===== src/rtl/imem_fetch_sequencer.sv =====
// Arbitrates the byte-wide instruction memory port between the core fetch path
// (4-beat little-endian assembly) and a loader. Optional halt detection: IMEM_HALT_DETECT_EN.
module imem_fetch_sequencer #(
    parameter int DEPTH  = 1024,
    parameter int ADDR_W = 10
) (
    input  logic              clk,
    input  logic              rst_n,
    input  logic              fetch_req,
    input  logic [63:0]       fetch_pc,
    output logic              fetch_ready,
    output logic              instr_valid,
    output logic [31:0]       instr,
    output logic              instr_fault,
    input  logic              instr_ack,
    input  logic              ld_valid,
    input  logic [ADDR_W-1:0] ld_addr,
    input  logic [7:0]        ld_data,
    output logic              ld_ready,
    output logic [ADDR_W-1:0] mem_addr,
    output logic              mem_we,
    output logic [7:0]        mem_wdata,
    input  logic [7:0]        mem_rdata,
    output logic              halt_seen
);

    typedef enum logic [1:0] {IDLE, FETCH, RESP} state_t;

    state_t            state;
    logic [1:0]        beat;
    logic              last_fetch;   // 1: fetch won the previous grant
    logic [63:0]       pc_q;
    logic [ADDR_W-1:0] addr_q;
    logic [7:0]        wdata_q;

    logic        in_idle, fetch_pend, ld_fire, fetch_fire, in_range;
    logic [64:0] beat_addr;
    logic [7:0]  rd_byte;

    // 65-bit sum so a pc near 2^64 can never wrap back into range
    assign beat_addr  = {1'b0, pc_q} + 65'(beat);
    assign in_range   = beat_addr < 65'(DEPTH);
    assign rd_byte    = in_range ? mem_rdata : 8'h00;

    assign in_idle    = (state == IDLE) && rst_n;
    assign fetch_pend = fetch_req && !halt_seen;
    assign fetch_ready = in_idle && fetch_pend && (!ld_valid || !last_fetch);
    assign ld_ready    = in_idle && ld_valid && (!fetch_pend || last_fetch);
    assign ld_fire     = ld_valid && ld_ready;
    assign fetch_fire  = fetch_req && fetch_ready;

    assign mem_we    = ld_fire;
    assign mem_wdata = ld_fire ? ld_data : wdata_q;
    always_comb begin
        mem_addr = addr_q;
        if (ld_fire)
            mem_addr = ld_addr;
        else if (state == FETCH && in_range)
            mem_addr = beat_addr[ADDR_W-1:0];
    end

`ifndef IMEM_HALT_DETECT_EN
    assign halt_seen = 1'b0;
`else
    always_ff @(posedge clk or negedge rst_n) begin
        if (!rst_n)
            halt_seen <= 1'b0;
        else if (state == FETCH && beat == 2'd3 && {rd_byte, instr[23:0]} == 32'h0000007F)
            halt_seen <= 1'b1;
    end
`endif

    always_ff @(posedge clk or negedge rst_n) begin
        if (!rst_n) begin
            state       <= IDLE;
            beat        <= 2'd0;
            last_fetch  <= 1'b0;
            pc_q        <= 64'd0;
            addr_q      <= '0;
            wdata_q     <= 8'h00;
            instr       <= 32'd0;
            instr_valid <= 1'b0;
            instr_fault <= 1'b0;
        end else begin
            addr_q <= mem_addr;
            if (ld_fire)
                wdata_q <= ld_data;
            case (state)
                IDLE: begin
                    if (fetch_fire) begin
                        pc_q        <= fetch_pc;
                        beat        <= 2'd0;
                        instr_fault <= 1'b0;
                        last_fetch  <= 1'b1;
                        state       <= FETCH;
                    end else if (ld_fire) begin
                        last_fetch <= 1'b0;
                    end
                end
                FETCH: begin
                    instr[{beat, 3'b000} +: 8] <= rd_byte;
                    if (!in_range)
                        instr_fault <= 1'b1;
                    beat <= beat + 2'd1;
                    if (beat == 2'd3) begin
                        instr_valid <= 1'b1;
                        state       <= RESP;
                    end
                end
                RESP: begin
                    if (instr_ack) begin
                        instr_valid <= 1'b0;
                        instr_fault <= 1'b0;
                        state       <= IDLE;
                    end
                end
                default: state <= IDLE;
            endcase
        end
    end

endmodule

===== config.mk =====
export PLATFORM = sky130hd
export DESIGN_NAME = imem_fetch_sequencer
export DESIGN_NICKNAME = d
export VERILOG_FILES = /design/src/rtl/imem_fetch_sequencer.sv
export SDC_FILE = /design/constraint.sdc
export NUM_CORES = 1
export LEC_CHECK = 0
export CORE_UTILIZATION = 38
export CTS_CLUSTER_SIZE = 10
export DETAILED_ROUTE_END_ITERATION = 10
export PLACE_DENSITY = 0.69
export SETUP_SLACK_MARGIN = 0.2
export SLEW_MARGIN = 20
export SYNTH_ARGS = -nofsm -noshare
export SYNTH_HDL_FRONTEND = slang
export SYNTH_SLANG_ARGS = --single-unit

===== constraint.sdc =====
create_clock -name clk -period 5.6 [get_ports clk]
set_input_delay 1.12 -clock clk [delete_from_list [all_inputs] [get_ports clk]]
set_output_delay 1.12 -clock clk [all_outputs]
set_load 0.03 [all_outputs]

* Word-level counts from Yosys, hierarchy flattened *
Cells that the tools add are included.

storage, ports and cells
  ROM bits = 0
  flip-flop bits (word level) = 121
  RAM bits = 0
  latch bits = 0
  memories kept = 0
  word-level logic and storage cells = 65

cells by class
  equality and inequality tests = 7
  add/subtract/negate cells = 3
  bitwise logic cells = 0
  shift operators = 2
  mux-type cells = 19
  div/mod/pow operators = 0
  $lt $le $gt $ge = 1
  multipliers = 0
  reductions and logical operators = 24

operators by type and width
  cell                      count
  $add A64 B2 Y65           1
  $lt A65 B11 Y1 const B    1
  $bwmux W32                1
  $shift A8 B7 Y32 const A  1
  $shiftx A8 B7 Y32         1
  $mux W10                  2
  $mux W8                   2
  $logic_and A1 B1 Y1       8
  $mux W2                   4
  $neg A5 Y7                1
  $mux W1                   6
  $ne A2 B2 Y1 const B      3
  $pmux W2 S3               1
  $reduce_and A2 Y1         3
  $reduce_and A3 Y1         2
  $reduce_bool A2 Y1        3
  $eq A2 B2 Y1 const B      2
  $pmux W2 S2               1
  $reduce_and A4 Y1         1
  $logic_not A1 Y1          3
  $pmux W1 S3               1
  $reduce_bool A3 Y1        1
  $add A2 B1 Y2 const B     1
  $eq A2 B1 Y1 const B      1
  4 further kinds           5

* Longest topological paths before layout *
Gate-level depths: netlist of the first run.

  depth in word-level cells = 7
  mapped depth = 15
  gate-level depth less buffers = 12

* Worst setup path after synthesis of the first run *
Ideal clock, no wire load.

  kind = reg2out
  from = reg beat[0]
  to = out mem_addr[0]
  data arrival time = 4.070 ns
  slack = 0.410 ns
  data required time = 4.480 ns
  buffers on the path = 2
  cell stages (with the launch flop) = 14
  path through = dfrtp_1 > ha_1 > inv_1 > fa_1 > nand3b_1 > nor4_1 > mux2_2 > nand4b_1 > or4_1 > nor4_1 > nand4_1 > buf_2 > buf_2 > o211ai_1

between the ends
  longest elaborated chain between the ends = 5

RTL lines
  element                 line  text
  start, declared         30    logic [1:0] beat;
  start signal, assigned  104   beat <= beat + 2'd1;
  $add A64 B2 Y65 (*)     41    assign beat_addr = {1'b0, pc_q} + 65'(beat);
  $lt A65 B11 Y1          42    assign in_range = beat_addr < 65'(DEPTH);
  $logic_and A1 B1 Y1     58    else if (state == FETCH && in_range)
  $mux W10 (*)            58
  $mux W10 (*)            56    if (ld_fire)
  end, declared           20    output logic [ADDR_W-1:0] mem_addr,

Mark *: on every way between the ends. The rest lies on a longest branch, timed or not.

* Worst setup path after layout of the first run *
  from = reg beat[1]
  to = out mem_addr[5]

Same word-level chain as after synthesis.

==> out/results.txt, run 1 <==
The run gives 151 as the number of I/O pins. The total count of hold-check failures in the final report was 0. Library cell occupying the most area in the post-synthesis netlist: dfrtp_1.

The post-route clock period utilization came out at 95.59%. TritonCTS created 17 clock buffers. Measured on the finished design, the core utilization comes to 53.95%. Input and output buffers added on the ports amount to 149. The number of vias after detailed routing was 7,646.

Static timing analysis puts the maximum clock frequency at 0.1868 GHz. The number of DRC markers after the initial detailed-route iteration came out at 663. For this design, the slowest cell found on the critical path is or4_1. When the netlist entered floorplanning its net count stood at 1,010. The number of library cell types mapped by synthesis came out at 72.

The repair_antennas step left the layout with diodes totalling 0. The area growth from synthesis to layout is 38.02%. The number of synthesis warnings came out at 0.

After detailed routing, the number of vias per cell comes to 5.710. The tools report the post-DP HPWL as 18.32 mm. Number of antenna violations at the first check in global routing: 0.

The maximum buffer depth of the clock tree was 2; the number of buffer and inverter stages on the critical path was 6. In the global route stage, overall resource usage came out at 25.92%. The tools report the count of unresolved DRC violations after routing as 0.

Summed over its instances, the top area cell type makes up 41.00% of the synthesized netlist area. The maximum number of pins on one net before global-route repair was 78. The share of synthesized registers carrying an async set or reset was 100.0%; the maximum clock skew at final layout was 7.034 ps. Summed over all cells, the static leakage comes to 4.250 nW. For the required arrival time at the worst endpoint, the log shows 4480 ps. The run finished with clean final reports.

The logs give 2.893 mW for the total internal power and 0 ps for the accumulated negative setup slack. Setup repair after global routing could not meet its margin everywhere. After clock tree synthesis, the flow added hold-fix buffers numbering 0. The tools report the cell count after synthesis as 907. The number of storage elements in the synthesis netlist is 121. CTS clock-pin slew for the worst setup and hold paths: 60 ps. The type of the setup path with the least slack is flip-flop to output pin. For the portion of total power attributed to combinational logic, the log shows 43.6%. Max-cap violations in this run came to 0.

The startpoint identified for the worst hold timing path is wdata_q[1]. Data on the critical path arrives at its endpoint at 4230 ps. After detailed routing, the average wire length per cell comes to 19.13 um. The number of pins exceeding their max-slew limit in the final report is 0, and the number of nets in the final layout is 1,171.

The number of clock sinks was 121; the net switching share of the total power was 43.56%. The run gives 44.19% as the worst max-slew margin expressed relative to the limit. The worst hold path belongs to the class flip-flop to flip-flop. Cells with a size suffix above 1 make up 13.44% of the layout. Most instantiated flip-flop cell in the synthesis netlist: dfrtp_1. The average cell area after synthesis works out to 8.142 sq um.

The logs give 430 ps for the later-pin clock latency in the skew report and 0 for the total global routing overflow. The cell area that synthesis handed to floorplanning was 0.007385 sq mm. Once the floorplan was initialized, standard cells occupied 39.09% of the core. The tools report the detailed-route wire length as 25.61 mm. Among cell families on the critical path, the largest total delay comes from simple AND/OR/NAND/NOR gates. STA classifies the critical path startpoint as a flip-flop. Summing the sequential cell areas from Yosys gives 41.00% of the chip area. TritonCTS built the clock tree. The run gives 50 as the placement row count.

The largest incremental delay on the critical path was 490 ps; the number of nets still failing antenna checks after routing was 0. In this run, synthesis inferred 0 flip-flops with an integrated enable. In this run the worst path has a maximum fanout of 6. The worst path needs 5353 ps of the cycle, external delays included. The startpoint identified for the worst register-to-register timing path is beat[1]. VDD sags by at most 0.2152 mV. The die extent in y was 141.4 um; the number of optimization iterations in the first detailed-route pass was 6. The run gives 0.9737 as the final weighted congestion in routability-driven placement. The die covers 0.01999 sq mm. At the pin with the least slew margin, the transition time is 830.7 ps.

The die is 141.4 um wide. STA classifies the critical path endpoint as an output pin. The power density normalized to cell area is 502.8 mW/mm^2, and the area of the core region is 0.01889 sq mm. In this run the number of H-tree levels came out at 4. The critical path goes through buf_4 > ha_1 > a21oi_1 > buf_4 > or4_1 > buf_4 > o31a_1 > a211oi_1 > nand4_1 > nor4_4 > nand4_1 > buf_6 > buf_6 > or3_4 > nand3_2 > buf_6. The proportion of power drawn by flip-flops and latches is 33.8%. Tracing the worst setup path back leads to its startpoint at beat[1].

Net switching power of the design: 2.232 mW. By area the synthesized netlist is led by dfrtp_1 41%, nand2_1 14%, nand3_1 4.1%, nand4_1 3.1%, nor4_1 2.5%. The first global-routing pass estimated 39.63 mm of wire. The number of global-route vias before repair came out at 7,379. Setup violations remaining at the end of the flow were counted as 0. The number of filler cells placed in the layout is 1,779, and the power share of the clock group is 22.6%. Root buffer cell: clkbuf_16.
timing repair:
action	CTS	global route
buffers inserted	6	13
endpoints found under the setup margin	10	10
gates cloned	2	1
gates resized for setup	11	50
pin swaps	3	17
logic make-up after synthesis:
family / after synthesis / synth area share (%)
xor gates and xnor gates: 22 / 2.609
muxes: 9 / 1.254
DFF: 121 / 41.00
and+or+nand+nor: 565 / 39.12
other: 1 / 0.05078
adders and majority gates: 8 / 1.457
AOI/OAI and AO/OA: 108 / 10.29
buffers and inverters: 73 / 4.219
stage by stage:
| stage | total power, mW | hold slack (ps) | cell area (sq um) | setup slack (ps) | cells |
|---|---|---|---|---|---|
| floorplan | 2.910 | 449.7 | 7385 | 409.6 | 907 |
| CTS | 4.954 | 474.8 | 9842 | 206.4 | 1325 |
| global route | 5.435 | 494.8 | 10190 | 119.8 | 1339 |
| finish | 5.125 | 471.4 | 10190 | 247.2 | 1339 |
| global placement | 3.754 | 452.5 | 9130 | 426.4 | 1287 |
| detailed placement | 3.760 | 462.5 | 9130 | 251.5 | 1287 |
Yosys cell counts (10+ instances only):
library cell / instances
a21oi_1: 10
and3_1: 11
and4_1: 18
buf_2: 14
clkbuf_1: 29
dfrtp_1: 121
inv_1: 17
nand2_1: 279
nand3_1: 60
nand4_1: 37
nor2_1: 23
nor3_1: 21
nor4_1: 30
o21ai_0: 33
o31ai_1: 18
or3_1: 15
or4_1: 15
xnor2_1: 15
metal layers:
| layer | track usage [%] | wire, um | vias up |
|---|---|---|---|
| met2 | 39.89 | 11600 | 370 |
| li1 | - | - | 3569 |
| met1 | 34.47 | 11200 | 3647 |
| met4 | 12.73 | 975 | 0 |
| met5 | 0 | 0 | - |
| met3 | 5.771 | 1841 | 60 |
power groups by stage:
stage	Combinational (mW)	Sequential (mW)	Clock, mW
global placement	2.04	1.72	0
global route	2.43	1.79	1.22
finish	2.23	1.73	1.16
detailed placement	2.04	1.72	0
floorplan	1.26	1.65	0
CTS	2.07	1.71	1.17
worst reg2reg max path, stage by stage, from the launching register on:
cell and delay (ps):
dfrtp_1 390, buf_4 140, ha_1 260, a21oi_1 80, buf_4 160, or4_1 490
buf_4 210, o31a_1 300, a211oi_1 290, nand4_1 240, nor4_4 260, nand4_1 130
buf_6 160, buf_6 130, clkbuf_16 150, nand3_1 120, nand3_4 90, buf_4 140
buf_4 120
final timing paths:
kind                               endpoint  slack (ps)  cells after the start
worst max-delay path            mem_addr[5]         250                     16
worst min-delay path             wdata_q[1]         470                      2
worst max register to register    addr_q[1]        1640                     18
worst min register to register   wdata_q[1]         470                      2
max in group asynchronous          pc_q[32]        3370                      3
min in group asynchronous         addr_q[2]         890                      2
registers in the layout, indices dropped and copies added, names as in the netlist:
signal       flops
wdata_q          8
addr_q          10
beat             2
last_fetch       1
state            2
instr_fault      1
instr_valid      1
instr           32
pc_q            64
placed cells by master, fill, tap and decap left out, types with 4 or more instances in the layout:
cell             Yosys  layout
clkbuf_16            0      18
or4_1               15      13
bufinv_16            0       4
nor4_1              30      26
or3_4                0       9
inv_1               17      16
nand4b_1             4       4
nand4_1             37      37
nand2b_1             6       6
ha_1                 7       6
buf_6                1      13
o21a_1               4       4
nand3_4              1       7
buf_4                3      44
and4_1              18      18
clkdlybuf4s50_1      0     138
o31ai_1             18      18
nand2_1            279     279
nand3_1             60      49
nor3_1              21      18
and3_1              11      11
dfrtp_1            121     121
xor2_1               7       7
o21ai_0             33      33
nor2b_1              8       8
o31a_1               5       5
or3_1               15       6
a211oi_1             4       4
a21oi_1             10      10
nor4_2               1       4
xnor2_1             15      15
and2_1               8       8
o211ai_1             4       4
nor2_1              23      23
mux2i_1              7       6
nand3_2              1       6
a32o_1               8       8
cell type report:
cell class / count / area [sq um] / area share (%)
Timing Repair Buffer: 197 / 1898 / 18.62
Clock inverter: 12 / 176.4 / 1.731
Clock buffer: 18 / 429.2 / 4.211
Inverter: 18 / 67.56 / 0.6629
Multi-Input combinational cell: 713 / 4268 / 41.87
Tap cell: 260 / 325.3 / 3.192
Sequential cell: 121 / 3028 / 29.71
(Power assumes the default switching activity.)
==> run 2, diff against run 1 <==
--- a/config.mk
+++ b/config.mk
@@ -10,7 +10,7 @@
 export DETAILED_ROUTE_END_ITERATION = 10
 export PLACE_DENSITY = 0.69
 export SETUP_SLACK_MARGIN = 0.2
-export SLEW_MARGIN = 20
+export SLEW_MARGIN = 40
 export SYNTH_ARGS = -nofsm -noshare
 export SYNTH_HDL_FRONTEND = slang
 export SYNTH_SLANG_ARGS = --single-unit
==> out/results.txt, run 2 (synthesis gave the netlist of run 1 again) <==
Initial standard-cell utilization of the core: 39.09% (unchanged). The number of buffers added by the clock tree synthesis step was 17 (unchanged). For the accumulated negative setup slack, the log shows 0 ps (unchanged).

Final setup violation count: 0 (unchanged). STA classifies the critical path startpoint as a flip-flop. The tools report the maximum clock skew at final layout as 14.52 ps (+7.483 ps). The run gives 25.11 mm (-2.0%) as the detailed-route wire length. The tools report the number of antenna violations at the first check in global routing as 0 (unchanged). The worst max-slew margin expressed relative to the limit is 42.24% (-2.0 points).

The actual slew at the worst max-slew pin is 858.5 ps (+27.79 ps). Among the stages of the critical path, the cell type that occurs most often is buf_4. For the total met2 wirelength after detailed routing, the log shows 11.31 mm (-2.5%).

The peak ir drop on the vdd network was 0.2158 mV (+0.30%); the number of optimization iterations in the first detailed-route pass was 5 (-1). The placement row count came out at 50 (unchanged). The number of buffers inserted by hold repair at cts is 0 (unchanged). From synthesis to final layout, the design area changed by 35.36%.

pc_q holds more flip-flops than any other register. The total global routing overflow is 0 (unchanged), and the final weighted congestion in routability-driven placement is 0.9737 (unchanged). The per-cell routed wire length was 18.88 um (-1.3%).

Among all stages on the critical path, the largest delay is contributed by or4_1. The root buffer cell was clkbuf_16. For the number of nets in the final layout, the log shows 1,162 (-0.77%). The overall global routing resource usage was 25.60% (-0.33 points); the flip-flop count of the largest register, all copies and words added was 64 (unchanged). The run gives 2.197 mW (-1.6%) as the net switching power of the design. The run finished with clean final reports.

The net switching share of the total power came out at 44.39% (+0.83 points). The tightest min-delay check is of the flip-flop to flip-flop type. The wire length of the first global-routing pass came out at 39.18 mm (-1.1%). Worst hold-check slack: 469.2 ps (-2.203 ps). The post-DP HPWL is 18.33 mm (about the same), and the number of I/O port buffers is 149 (unchanged).

Power density normalized to cell area: 495.0 mW/mm^2 (-1.6%). Required arrival time at the worst endpoint: 4480 ps (about the same). The biggest fanout along the worst timing path works out to 6 (unchanged). The leakage component of the power is 4.154 nW (-2.3%). The worst setup path is captured at an output pin. The via-per-instance ratio was 5.632 (-1.4%).

The largest incremental delay on the critical path came out at 500 ps (about the same). The final core utilization came out at 52.91% (-1.0 points). Count of unresolved DRC violations after routing: 0 (unchanged). The total routed wire length on the met1 layer is 11.04 mm (-1.5%). The cell area after placement was 0.009134 sq mm (about the same); the post-route clock period utilization was 95.40% (-0.19 points).

The logs give 21.5% (-1.1 points) for the power share of the clock group and 0.01999 sq mm (unchanged) for the total die area. In the layout the commonest cells are 279 x nand2_1, 138 x clkdlybuf4s50_1, 121 x dfrtp_1, 51 x nand3_1, 38 x buf_4. The tools report the later-pin clock latency in the skew report as 440 ps (about the same).

The number of H-tree branching levels was 4 (unchanged). Top achievable clock speed: 0.1872 GHz (+0.20%). The post-placement cell count was 1,287 (unchanged). The CTS clock-pin slew for the worst setup and hold paths was 60 ps (about the same). TritonCTS built the clock tree. The proportion of power drawn by flip-flops and latches is 34.9% (+1.1 points), and the count of placed standard cells in the final layout, fillers left out is 1,330 (-0.67%). Walking the worst path, the cells encountered are buf_4 > ha_1 > a21oi_1 > buf_4 > or4_1 > buf_4 > o31a_1 > a211oi_1 > nand4_1 > nor4_4 > nand4_1 > buf_6 > buf_6 > or3_1 > nand3_1 > buf_4. The run gives 43.6% (about the same) as the portion of total power attributed to combinational logic.

The tools report the number of maximum-capacitance violations as 0 (unchanged). The tools report the total count of hold-check failures in the final report as 0 (unchanged). The largest registers in the layout are pc_q (64), instr (32), addr_q (10). The number of pins exceeding their max-slew limit in the final report came out at 0 (unchanged). The type of the setup path with the least slack is flip-flop to output pin.

Setup repair after global routing could not meet its margin everywhere. The run gives 151 (unchanged) as the number of I/O pins. Number of DRC markers after the initial detailed-route iteration: 591 (-11%). The total internal power is 2.751 mW (-4.9%), and the overall die width is 141.4 um (unchanged).

The tools report the number of global-route vias before repair as 7,211 (-2.3%). Routed signal wires occupy layers up through met4. The logs give 78 (unchanged) for the maximum number of pins on one net before global-route repair and 4220 ps (about the same) for the data arrival time of the worst path. The number of vias after detailed routing was 7,490 (-2.0%). The tools report the final worst setup slack as 257.7 ps (+10.53 ps).

Leaving out fill and tap cells, the most frequent cell in the layout is nand2_1. The overall power after layout was 4.948 mW (-3.5%); the maximum buffer depth of the clock tree was 2 (unchanged). The number of clock sinks is 121 (unchanged), and the shortest clock period the worst path allows after layout is 5342 ps (-10.52 ps). The area of all placed cells without fillers was 0.009996 sq mm (-1.9%); the worst-case setup slack after placement was 252.1 ps (+0.6050 ps).

The die extent in y works out to 141.4 um (unchanged). The number of nets still failing antenna checks after routing came out at 0 (unchanged). The met3 routed wirelength came out at 1.951 mm (+6.0%).

The fraction of layout instances using a drive strength above 1 was 12.43% (-1.0 points). The area of the core region was 0.01889 sq mm (unchanged); the diode insertion count for antenna repair was 0 (unchanged).
-- run 2: changes by cell type in the layout (fill, tap and decap cells not counted), moves of 2 or more --
cell	delta
nand3_2	+4
bufinv_16	-2
buf_4	-6
nand3_1	+2
nand3_4	-6
or3_4	-4
or3_1	+4
-- run 2: what timing repair did --
| item | in CTS | in global routing |
|---|---|---|
| pin swaps | 3 | 2 |
| buffers inserted | 5 | 6 |
| setup endpoints to repair | 10 | 10 |
| cloned | 1 | 1 |
| endpoints found under the hold margin | 0 | 0 |
| gates resized for setup | 7 | 41 |
-- run 2: per-layer routing --
metal | vias up | track usage [%]
met2 | 352 | 39.73
met3 | 55 | 5.029
met1 | 3508 | 34.62
met4 | 0 | 11.43
li1 | 3575 | -
met5 | - | 0
-- run 2: final timing paths --
check | from | depth (start not counted) | slack [ps] | to
max in group asynchronous | rst_n | 3 | 3640 | pc_q[57]
setup / recovery | beat[1] | 16 | 260 | mem_addr[6]
setup reg to reg | beat[1] | 13 | 1630 | instr[7]
hold / removal | wdata_q[1] | 2 | 470 | wdata_q[1]
hold reg to reg | wdata_q[1] | 2 | 470 | wdata_q[1]
min in group asynchronous | rst_n | 2 | 890 | pc_q[10]
-- run 2: power groups by stage --
stage | clock [mW] | combinational, mW | sequential [mW]
global placement | 0 | 2.04 | 1.72
global route | 1.12 | 2.35 | 1.79
finish | 1.06 | 2.16 | 1.73
CTS | 1.08 | 2.07 | 1.71
floorplan | 0 | 1.26 | 1.65
detailed placement | 0 | 2.04 | 1.72
-- run 2: worst max-delay path: cells and delay by family (launching register included) --
family	cells	cell delay (ps)
AND/OR/NAND/NOR	6	1520
flip-flops	1	380
buffers and inverters	6	960
adder cells (fa/ha/maj)	1	260
AO/OA/AOI/OAI	3	650
-- run 2: area by class of cell --
type / count / area [sq um]
fill: 1802 / 8897
multi-input combinational: 713 / 4215
sequential: 121 / 3028
timing repair buffer: 188 / 1802
clock buffer: 18 / 429.2
tap: 260 / 325.3
clock inverter: 12 / 128.9
inverter: 18 / 67.56
==> run 3, diff against run 2 <==
--- a/config.mk
+++ b/config.mk
@@ -10,6 +10,7 @@
 export DETAILED_ROUTE_END_ITERATION = 10
 export PLACE_DENSITY = 0.69
 export SETUP_SLACK_MARGIN = 0.2
+export SKIP_CTS_REPAIR_TIMING = 1
 export SLEW_MARGIN = 40
 export SYNTH_ARGS = -nofsm -noshare
 export SYNTH_HDL_FRONTEND = slang
==> out/results.txt, run 3 (synthesis gave the netlist of run 1 again) <==
The flow ran to the end, and the final reports show no timing, DRC or antenna violations. The run gives 17 (unchanged) as the number of buffers added by the clock tree synthesis step. The final weighted congestion in routability-driven placement was 0.9737 (unchanged). The shortest clock period the worst path allows after layout is 5368 ps (+26.11 ps).

The largest registers in the layout are pc_q (64), instr (32), addr_q (10). The later-pin clock latency in the skew report is 430 ps (about the same), and the number of pins exceeding their max-slew limit in the final report is 0 (unchanged). The register with the most flip-flops in the final layout is pc_q. Walking the worst path, the cells encountered are ha_2 > inv_2 > fa_2 > nand3b_1 > nor4_2 > buf_4 > mux2_4 > nand4b_1 > or4_4 > nor4_4 > nand4_1 > buf_6 > buf_6 > or3_4 > nand3_2 > buf_6.

TritonCTS built the clock tree. Type of destination of the critical path: an output pin. Type of the setup path with the least slack: flip-flop to output pin. The largest individual stage delay along the critical path comes from the cell or4_4. The tools report the data arrival time of the worst path as 4250 ps (+30 ps). The area overhead of the layout relative to synthesis is 36.73%, and the number of clock sinks is 121 (unchanged). The number of antenna violations at the first check in global routing is 0 (unchanged). The maximum buffer depth of the clock tree is 2 (unchanged), and the required arrival time at the worst endpoint is 4480 ps (about the same). Total count of hold-check failures in the final report: 0 (unchanged).

Worst max-slew margin expressed relative to the limit: 44.33% (+2.1 points). Number of DRC markers after the initial detailed-route iteration: 643 (+8.8%). The run gives 0 (unchanged) as the count of unresolved DRC violations after routing.

The worst hold-check slack came out at 469.8 ps (+0.5880 ps). The cell occurring most often along the worst timing path is buf_6. Classification of the worst-slack hold path: flip-flop to flip-flop.

The via-per-instance ratio was 5.644 (+0.22%). STA classifies the critical path startpoint as a flip-flop. The final setup violation count is 0 (unchanged), and the largest incremental delay on the critical path is 520 ps (+20 ps).

The CTS clock-pin slew for the worst setup and hold paths is 60 ps (about the same), and the maximum number of pins on one net before global-route repair is 78 (unchanged). The detailed-route wire length was 25.47 mm (+1.4%); the number of maximum-capacitance violations was 0 (unchanged). Setup repair after global routing could not meet its margin everywhere. For the leakage component of the power, the log shows 4.201 nW (+1.1%). For the wire length of the first global-routing pass, the log shows 38.94 mm (-0.62%).

The total global routing overflow is 0 (unchanged), and the post-route clock period utilization is 95.86% (+0.47 points). For the number of nets still failing antenna checks after routing, the log shows 0 (unchanged). The logs give 25.41% (-0.18 points) for the overall global routing resource usage and 1,336 (+0.45%) for the count of placed standard cells in the final layout, fillers left out. The number of optimization iterations in the first detailed-route pass is 5 (unchanged).

Peak ir drop on the vdd network: 0.2114 mV (-2.1%). The power density normalized to cell area came out at 496.2 mW/mm^2 (+0.25%). The tree is rooted in a clkbuf_16. The number of H-tree branching levels came out at 4 (unchanged). The area of the core region is 0.01889 sq mm (unchanged). The number of nets in the final layout is 1,168 (+0.52%), and the number of buffer and inverter stages on the critical path is 5 (-1).

The run gives 39.09% (unchanged) as the initial standard-cell utilization of the core. The tools report the post-DP HPWL as 18.33 mm (unchanged). The tools report the maximum clock skew at final layout as 16.75 ps (+2.235 ps). The overall die width came out at 141.4 um (unchanged).

The number of vias after detailed routing came out at 7,540 (+0.67%). The most common cell after layout, fill and taps aside was nand2_1. The number of global-route vias before repair is 7,154 (-0.79%), and the total die area is 0.01999 sq mm (unchanged). The final core utilization was 53.44% (+0.54 points); the post-placement cell count was 1,287 (unchanged). Broken down by cell family, the worst path's largest delay share belongs to simple AND/OR/NAND/NOR gates. The diode insertion count for antenna repair is 0 (unchanged), and the die extent in y is 141.4 um (unchanged). The number of I/O pins is 151 (unchanged), and the fraction of layout instances using a drive strength above 1 is 12.92% (+0.49 points). In the layout the commonest cells are 279 x nand2_1, 138 x clkdlybuf4s50_1, 120 x dfrtp_1, 50 x nand3_1, 41 x buf_4. The biggest fanout along the worst timing path works out to 5 (-1). Flip-flop count of the largest register, all copies and words added: 64 (unchanged). The per-cell routed wire length was 19.06 um (+0.97%). The actual slew at the worst max-slew pin is 827.4 ps (-31.09 ps), and the number of I/O port buffers is 149 (unchanged). The logs give 0.1863 GHz (-0.49%) for the top achievable clock speed and 50 (unchanged) for the placement row count.
run 3: area by class of cell:
class	count	area, sq um
Clock inverter	12	128.9
Tap cell	260	325.3
Sequential cell	121	3029
Fill cell	1786	8796
Clock buffer	18	429.2
Inverter	18	67.56
Multi-Input combinational cell	713	4242
Timing Repair Buffer	194	1876
run 3: power breakdown:
part           switching [mW]  total, mW  internal [mW]
clock                   0.419       1.07          0.647
combinational            1.31       2.21          0.901
sequential              0.498       1.74           1.24
run 3: through the flow:
step           worst slack (ps)  area, sq um  power [mW]  TNS [ps]
6_report                  231.6        10100       5.010         0
2_1_floorplan             409.6         7385       2.910         0
3_3_place_gp              426.4         9130       3.754         0
3_5_place_dp              252.1         9134       3.759         0
5_1_grt                   87.25        10100       5.312         0
4_1_cts                  -225.8         9692       4.840     -1700
run 3: path summary, 6_finish.rpt:
path                            start          end  slack [ps]  cells past startpoint
max                           beat[0]  mem_addr[3]         230                     16
min                        wdata_q[1]   wdata_q[1]         470                      2
max reg2reg                   beat[0]     instr[7]        1690                     13
min reg2reg                wdata_q[1]   wdata_q[1]         470                      2
max in group asynchronous       rst_n     pc_q[57]        3610                      3
min in group asynchronous       rst_n     pc_q[10]         890                      2
run 3: worst register-to-register path: cells and delay by family (launching register included):
| kind | cells | cell delay [ps] |
|---|---|---|
| AO/OA/AOI/OAI | 1 | 230 |
| adder cells (fa/ha/maj) | 2 | 570 |
| AND/OR/NAND/NOR | 8 | 2440 |
| flip-flops | 1 | 350 |
| buffers and inverters | 2 | 230 |
run 3: metal layers:
layer	GRT usage, %	vias up	share of wire (%)
li1	-	3585	-
met1	34.32	3564	44
met2	39.53	338	46
met3	5.299	53	6.7
met4	10.81	0	2.9
met5	0	-	0
